File: config.mk
export PLATFORM = sky130hd
export DESIGN_NAME = aes_round_sequencer
export DESIGN_NICKNAME = d
export VERILOG_FILES = /design/src/rtl/aes_pkg.sv /design/src/rtl/aes_round_sequencer.sv
export SDC_FILE = /design/constraint.sdc
export NUM_CORES = 1
export LEC_CHECK = 0
export CORE_AREA = 4 4 206 208
export DETAILED_ROUTE_END_ITERATION = 8
export DIE_AREA = 0 0 210 212
export GPL_TIMING_DRIVEN = 0
export HOLD_SLACK_MARGIN = 0.02
export PLACE_DENSITY = 0.61
export SETUP_SLACK_MARGIN = 0.02
export SLEW_MARGIN = 20
export SYNTH_ARGS = -nofsm -noshare
export SYNTH_HDL_FRONTEND = slang
export SYNTH_SLANG_ARGS = --single-unit
File: constraint.sdc
create_clock -name clk -period 2 [get_ports clk]
set_input_delay 0.6 -clock clk [delete_from_list [all_inputs] [get_ports clk]]
set_output_delay 0.6 -clock clk [all_outputs]
set_load 0.05 [all_outputs]
File: src/rtl/aes_pkg.sv
// Shared types for the iterative AES round sequencer: datapath mode encoding,
// sequencer states and the AES block width.
package aes_pkg;
   typedef enum logic [1:0] {
      DP_INIT  = 2'b00,
      DP_FULL  = 2'b01,
      DP_FINAL = 2'b10
   } dp_mode_t;

   typedef enum logic [1:0] {
      S_IDLE,
      S_ROUND,
      S_DONE
   } seq_state_t;

   localparam int AES_BLK_W = 128;
endpackage

File: src/rtl/aes_round_sequencer.sv
// Iterative AES encryption sequencer: holds the 128-bit state and steps it through
// the initial AddRoundKey, the full rounds and the final round via an external datapath.
module aes_round_sequencer
   import aes_pkg::*;
#(
   parameter  int NUM_ROUNDS = 10,
   localparam int RW         = $clog2(NUM_ROUNDS + 1)
) (
   input  logic                 clk,
   input  logic                 n_rst,
   input  logic                 abort,
   input  logic                 in_valid,
   output logic                 in_ready,
   input  logic [AES_BLK_W-1:0] in_data,
   output logic                 key_req,
   output logic [RW-1:0]        key_rnd,
   input  logic                 key_ack,
   output logic [1:0]           dp_mode,
   output logic [AES_BLK_W-1:0] dp_in,
   input  logic [AES_BLK_W-1:0] dp_out,
   output logic                 out_valid,
   input  logic                 out_ready,
   output logic [AES_BLK_W-1:0] out_data,
   output logic                 busy
);

   localparam logic [RW-1:0] LAST    = RW'(NUM_ROUNDS);
   localparam logic [RW-1:0] LAST_M1 = RW'(NUM_ROUNDS - 1);

   seq_state_t           r_seq;
   logic [RW-1:0]        r_rnd;
   logic [AES_BLK_W-1:0] r_state;
   logic                 r_in_ready;
   logic                 r_key_req;
   dp_mode_t             r_dp_mode;
   logic                 r_out_valid;
   logic                 r_busy;

   // Outputs are registered alongside the state: each transition loads the
   // output values belonging to the state being entered.
   always_ff @(posedge clk or negedge n_rst) begin
      if (!n_rst) begin
         r_seq       <= S_IDLE;
         r_rnd       <= '0;
         r_state     <= '0;
         r_in_ready  <= 1'b1;
         r_key_req   <= 1'b0;
         r_dp_mode   <= DP_INIT;
         r_out_valid <= 1'b0;
         r_busy      <= 1'b0;
      end else if (abort) begin
         r_seq       <= S_IDLE;
         r_rnd       <= '0;
         r_state     <= '0;
         r_in_ready  <= 1'b1;
         r_key_req   <= 1'b0;
         r_dp_mode   <= DP_INIT;
         r_out_valid <= 1'b0;
         r_busy      <= 1'b0;
      end else begin
         case (r_seq)
            S_IDLE: begin
               if (in_valid) begin
                  r_seq      <= S_ROUND;
                  r_state    <= in_data;
                  r_rnd      <= '0;
                  r_in_ready <= 1'b0;
                  r_key_req  <= 1'b1;
                  r_dp_mode  <= DP_INIT;
                  r_busy     <= 1'b1;
               end
            end
            S_ROUND: begin
               if (key_ack) begin
                  r_state <= dp_out;
                  if (r_rnd == LAST) begin
                     r_seq       <= S_DONE;
                     r_key_req   <= 1'b0;
                     r_dp_mode   <= DP_INIT;
                     r_out_valid <= 1'b1;
                  end else begin
                     r_rnd     <= r_rnd + 1'b1;
                     r_dp_mode <= (r_rnd == LAST_M1) ? DP_FINAL : DP_FULL;
                  end
               end
            end
            S_DONE: begin
               if (out_ready) begin
                  r_seq       <= S_IDLE;
                  r_rnd       <= '0;
                  r_in_ready  <= 1'b1;
                  r_out_valid <= 1'b0;
                  r_busy      <= 1'b0;
               end
            end
            default: begin
               r_seq <= S_IDLE;
            end
         endcase
      end
   end

   assign in_ready  = r_in_ready;
   assign key_req   = r_key_req;
   assign key_rnd   = r_rnd;
   assign dp_mode   = r_dp_mode;
   assign dp_in     = r_state;
   assign out_data  = r_state;
   assign out_valid = r_out_valid;
   assign busy      = r_busy;

endmodule

### Yosys cells after proc, flatten, opt, wreduce, memory -nomap -nowiden

Index checks and enable logic that the tools add are counted.
Widths: inputs -> output; s select.

| operators by class | value |
|---|---|
| muxes and demuxes | 38 |
| reductions and logical operators | 11 |
| eq/ne operators | 9 |
| $add $sub $neg | 1 |

Operators by type and width:

| cell | count |
|---|---|
| $mux 128 | 3 |
| $pmux 128 s2 | 1 |
| $mux 2 | 10 |
| $mux 4 | 5 |
| $ne 3x3->1 const B | 5 |
| $mux 1 | 12 |
| $pmux 4 s3 | 1 |
| $reduce_and 4->1 | 3 |
| $reduce_bool 3->1 | 3 |
| $eq 4x4->1 const B | 2 |
| $pmux 1 s2 | 4 |
| $pmux 2 s3 | 1 |
| $reduce_and 3->1 | 2 |
| $reduce_and 5->1 | 1 |
| $add 4x1->4 const B | 1 |
| $pmux 2 s2 | 1 |
| $reduce_bool 4->1 | 1 |
| $eq 2x1->1 const B | 1 |
| $eq 2x2->1 const B | 1 |
| $logic_not 2->1 | 1 |

| word-level totals | value |
|---|---|
| register bits | 140 |
| input bits | 262 |
| output and inout port bits | 266 |

### Logic depth before layout (Yosys ltp)

| logic depth | value |
|---|---|
| depth in word-level cells | 6 |
| depth in mapped cells | 7 |

### Worst setup path before layout

OpenSTA, ideal clock, no wires.

| timing | value |
|---|---|
| kind | register to register |
| from | register r_rnd[0], in the netlist key_rnd[0] |
| to | register r_rnd[2], in the netlist key_rnd[2] |
| arrival | 1.759 ns |
| path slack | 0.098 ns |
| stages on the path, launching flop included | 6 |
| period minus slack after synthesis | 1.902 ns |
| setup time | 0.143 ns |
| cell sequence | dfrtp_1 -> inv_1 -> ha_1 -> and4b_1 -> o311ai_0 -> o211ai_1 |

| on the way | value |
|---|---|
| cells in the longest elaborated chain, start to end | 5 |
| elaborated cells on any way between the ends | 8 |
| those cells by class | add/sub: 1; eq/ne: 2; mux: 4; reduce/logical: 1 |

Ends and longest elaborated chain:

| element | RTL line | source |
|---|---|---|
| start: declaration | aes_round_sequencer.sv:31 | `logic [RW-1:0] r_rnd;` |
| start signal: assignment | aes_round_sequencer.sv:82 | `r_rnd <= r_rnd + 1'b1;` |
| $add 4x1->4 | aes_round_sequencer.sv:82 |  |
| $mux 4 | aes_round_sequencer.sv:76 | `if (r_rnd == LAST) begin` |
| $mux 4 | aes_round_sequencer.sv:74 | `if (key_ack) begin` |
| $pmux 4 s3 | aes_round_sequencer.sv:61 | `case (r_seq)` |
| $mux 4 | aes_round_sequencer.sv:51 | `end else if (abort) begin` |

Parallel ways exist; a longest one is shown, timed or not. The select of a mux whose other input is x is not followed.
A chain may end at the register's enable or synchronous reset.

### Final worst setup path

| timing | value |
|---|---|
| from | input port key_ack |
| to | register r_state[113], in the netlist dp_in[113] |

| on the way | value |
|---|---|
| cells in the longest elaborated chain, start to end | 2 |

Ends and longest elaborated chain:

| element | RTL line | source |
|---|---|---|
| start: declaration | aes_round_sequencer.sv:17 | `input logic key_ack,` |
| $ne 3x3->1 (no source line) | - |  |
| $reduce_and 3->1 (no source line) | - |  |
| end signal: assignment | aes_round_sequencer.sv:65 | `r_state <= in_data;` |
| end signal: assignment | aes_round_sequencer.sv:75 | `r_state <= dp_out;` |
| end: declaration | aes_round_sequencer.sv:32 | `logic [AES_BLK_W-1:0] r_state;` |

Every way passes these cells.

==> results.cfg <==
[run_status]
status = finished, final reports clean

[finish]
antenna_cells = 0
area_growth_pct = 75.97
nets = 1456
layoutNonFillerInstCount = 1736
drive_above_1_share = 0.4809

[grt]
grt_max_degree = 72
antenna_found_initial = 0
grt_pass1_vias = 8444
grt_overflow_total = 0
track_usage = 0.1564
grt_pass1_wl_mm = 53.29

[route]
dr_wl_met2_mm = 17.57
ant_nets = 0
viasPerCell = 4.387
wl_per_cell_um = 20.84
vias = 7616
dr.pass1.iters = 5
drc = 0
drt-initial-drc-count = 347
wl_met1_mm = 15.12
top_layer = met4
totalWireLength_mm = 36.17
route.met3.wl_mm = 2.526

[synth]
yosysTopAreaCell = dfrtp_1
netlist_area_um2 = 8449
synth_seq_cells = 140
ys.warnings.count = 0
synth_area_leaders = dfrtp_1 41%, mux2_4 18%, a32o_1 15%
syn_inst = 642
synth_top_area_share = 0.4117
avgSynthCellArea_um2 = 13.16
synth.distinct_cells = 37
seq_area_frac_synth = 0.4148
synth_nets = 907

[floorplan]
initial_core_util = 0.2083
die_x_um = 210
num_io_pins = 528
fp.coreArea_um2 = 40550
rows = 74
die_y_um = 212
die_area_um2 = 44520

[critical_path]
path_max_fanout = 10
critPathKind = input pin to register
critPathCaptureType = register
required_ps = 2320
cp-start-kind = input pin
crit_arrival_ps = 2270

[place]
port_buffers = 526
dp_cells = 1701
gp_congestion = 0.8748
dp_hpwl_mm = 27.90

[power_and_ir_drop]
power_mw = 11.54
clkPwrFrac = 0.267
power.internal_mw = 6.984
switchingPower_mw = 4.557
p_leak_nw = 6.672
power_density_nw_per_um2 = 776.2
max-vdd-ir-drop_uv = 521.9
swShare = 0.3949
p_seq_frac = 0.298
combPwrFrac = 0.435

[sta]
hold_ws_ps = 110.9
finalHoldViolCount = 0
timing.final.crit_period_ps = 1958
drv_slew = 0
min_period_over_period = 0.9792
setup-violations-final = 0
fmax_ghz = 0.5106
worstMarginPinSlew_ps = 599.9
setup-tns-final_ps = 0
skew_ps = 5.589
rsz0062_at_grt = false
relSlewSlack = 0.6001

[cts]
cts_tree = done
htree_levels = 4
cts.sink_count = 140
clk_latency_ps = 430
clockRootBuffer = clkbuf_16
cts_inserted_buffers = 17
clk_pin_slew_ps = 60
clockBufferDepth = 2

[hold_path]
worstHoldPathType = input pin to async pin

[flow_run]
cap_violations = 0
[through the flow]
stage                     setup WS, ps  instance area [um2]  utilization
after floorplan                  98.35                 8449            -
after global placement           -5971                14380       0.3546
after detailed placement        -752.8                14410       0.3554
after CTS                        20.46                15130       0.3732
after global routing             20.86                14870       0.3666
final                            41.56                14870       0.3666
[synth_stat cells]
cell       instances
nand3b_1           4
o21ai_0            3
o31ai_1            1
nand4_1            4
ha_1               3
a21o_1             1
nand2_1            3
mux2i_1            2
buf_12            10
nor3b_2            1
mux2_4            99
buf_2             19
mux2i_4            1
o311ai_0           1
and4b_1            1
inv_1              9
nor3b_1            1
nor2b_1            3
a31oi_1            1
buf_8              1
nor2_1             2
nand2b_1           3
nor3_1             2
clkbuf_1          21
dfrtp_1          139
dfstp_2            1
a32o_1           128
o311a_1            1
buf_6              8
buf_4            129
and3_1             1
a2111oi_0          1
a21oi_1            4
mux2_2            30
o211ai_1           2
nand3_1            1
o21ai_4            1
[critical path: stages]
cell	delay (ps)
dlygate4sd2_1	420
mux2i_4	170
o21ai_4	210
buf_12	120
bufbuf_16	280
buf_12	150
mux2_4	310
[power by group through the flow]
stage	combinational [mW]	clock [mW]	sequential (mW)
CTS	5.12	3.21	3.44
global route	5.24	3.32	3.47
global placement	5.28	0	3.49
floorplan	2.33	0	4.38
finish	5.02	3.08	3.44
detailed placement	5.31	0	3.48
[registers in the layout (all words and copies together) (netlist names)]
register / cells
busy: 1
dp_in: 128
key_rnd: 4
in_ready: 1
key_req: 1
r_seq: 2
out_valid: 1
dp_mode: 2
[cell usage in the layout (no fill, tap or decap), types with 12 or more instances in the layout]
cell type / Yosys / final
a32o_1: 128 / 128
clkdlybuf4s15_1: 0 / 23
clkdlybuf4s50_1: 0 / 257
buf_4: 129 / 134
mux2_2: 30 / 30
buf_12: 10 / 12
clkdlybuf4s15_2: 0 / 166
clkbuf_1: 21 / 24
mux2_4: 99 / 99
dfrtp_1: 139 / 137
buf_2: 19 / 48
clkbuf_16: 0 / 17
clkbuf_2: 0 / 45
[area by class of cell]
cell class | instances | area, um2
plain buffers | 188 | 1463
clock buffers | 25 | 485.5
clock inverters | 7 | 67.56
fillers | 4023 | 25690
inverters | 9 | 33.78
multi-input cells | 305 | 3463
flip-flops and latches | 140 | 3507
well taps | 532 | 665.6
repair buffers | 530 | 5182
[cell families (layout without fill, tap and decap cells)]
kind of cell	Yosys count	after routing	synth area share
muxes	132	132	0.2209
DFF	140	140	0.4148
and+or+nand+nor	26	26	0.01925
adders and majority gates	3	3	0.004443
AOI/OAI and AO/OA	144	144	0.1653
buffers and inverters	197	759	0.1753
[worst paths after layout]
| path | cells after the start | end | from | slack, ps |
|---|---|---|---|---|
| max | 7 | dp_in[113] | key_ack | 40 |
| min | 1 | dp_in[77] | n_rst | 110 |
| max reg2reg | 6 | dp_in[126] | r_seq[1] | 90 |
| min reg2reg | 1 | dp_mode[0] | dp_mode[0] | 520 |
| max in group asynchronous | 2 | dp_in[25] | n_rst | 1090 |
| min in group clk | 2 | key_req | abort | 390 |
[per-layer routing]
layer / up-vias / track usage
met3: 48 / 0.04663
met4: 0 / 0.05288
li1: 3427 / -
met2: 392 / 0.2603
met5: - / 0
met1: 3749 / 0.1947
[timing repair]
item / 4_1_cts / 5_1_grt
pin swaps: 1 / 0
gates resized for setup: 771 / 80
endpoints found under the setup margin: 388 / 70
buffers inserted: 2 / 0
gates cloned: 1 / 0
hold buffers: 0 / 0
No activity file was read; power rests on OpenSTA's default activity.
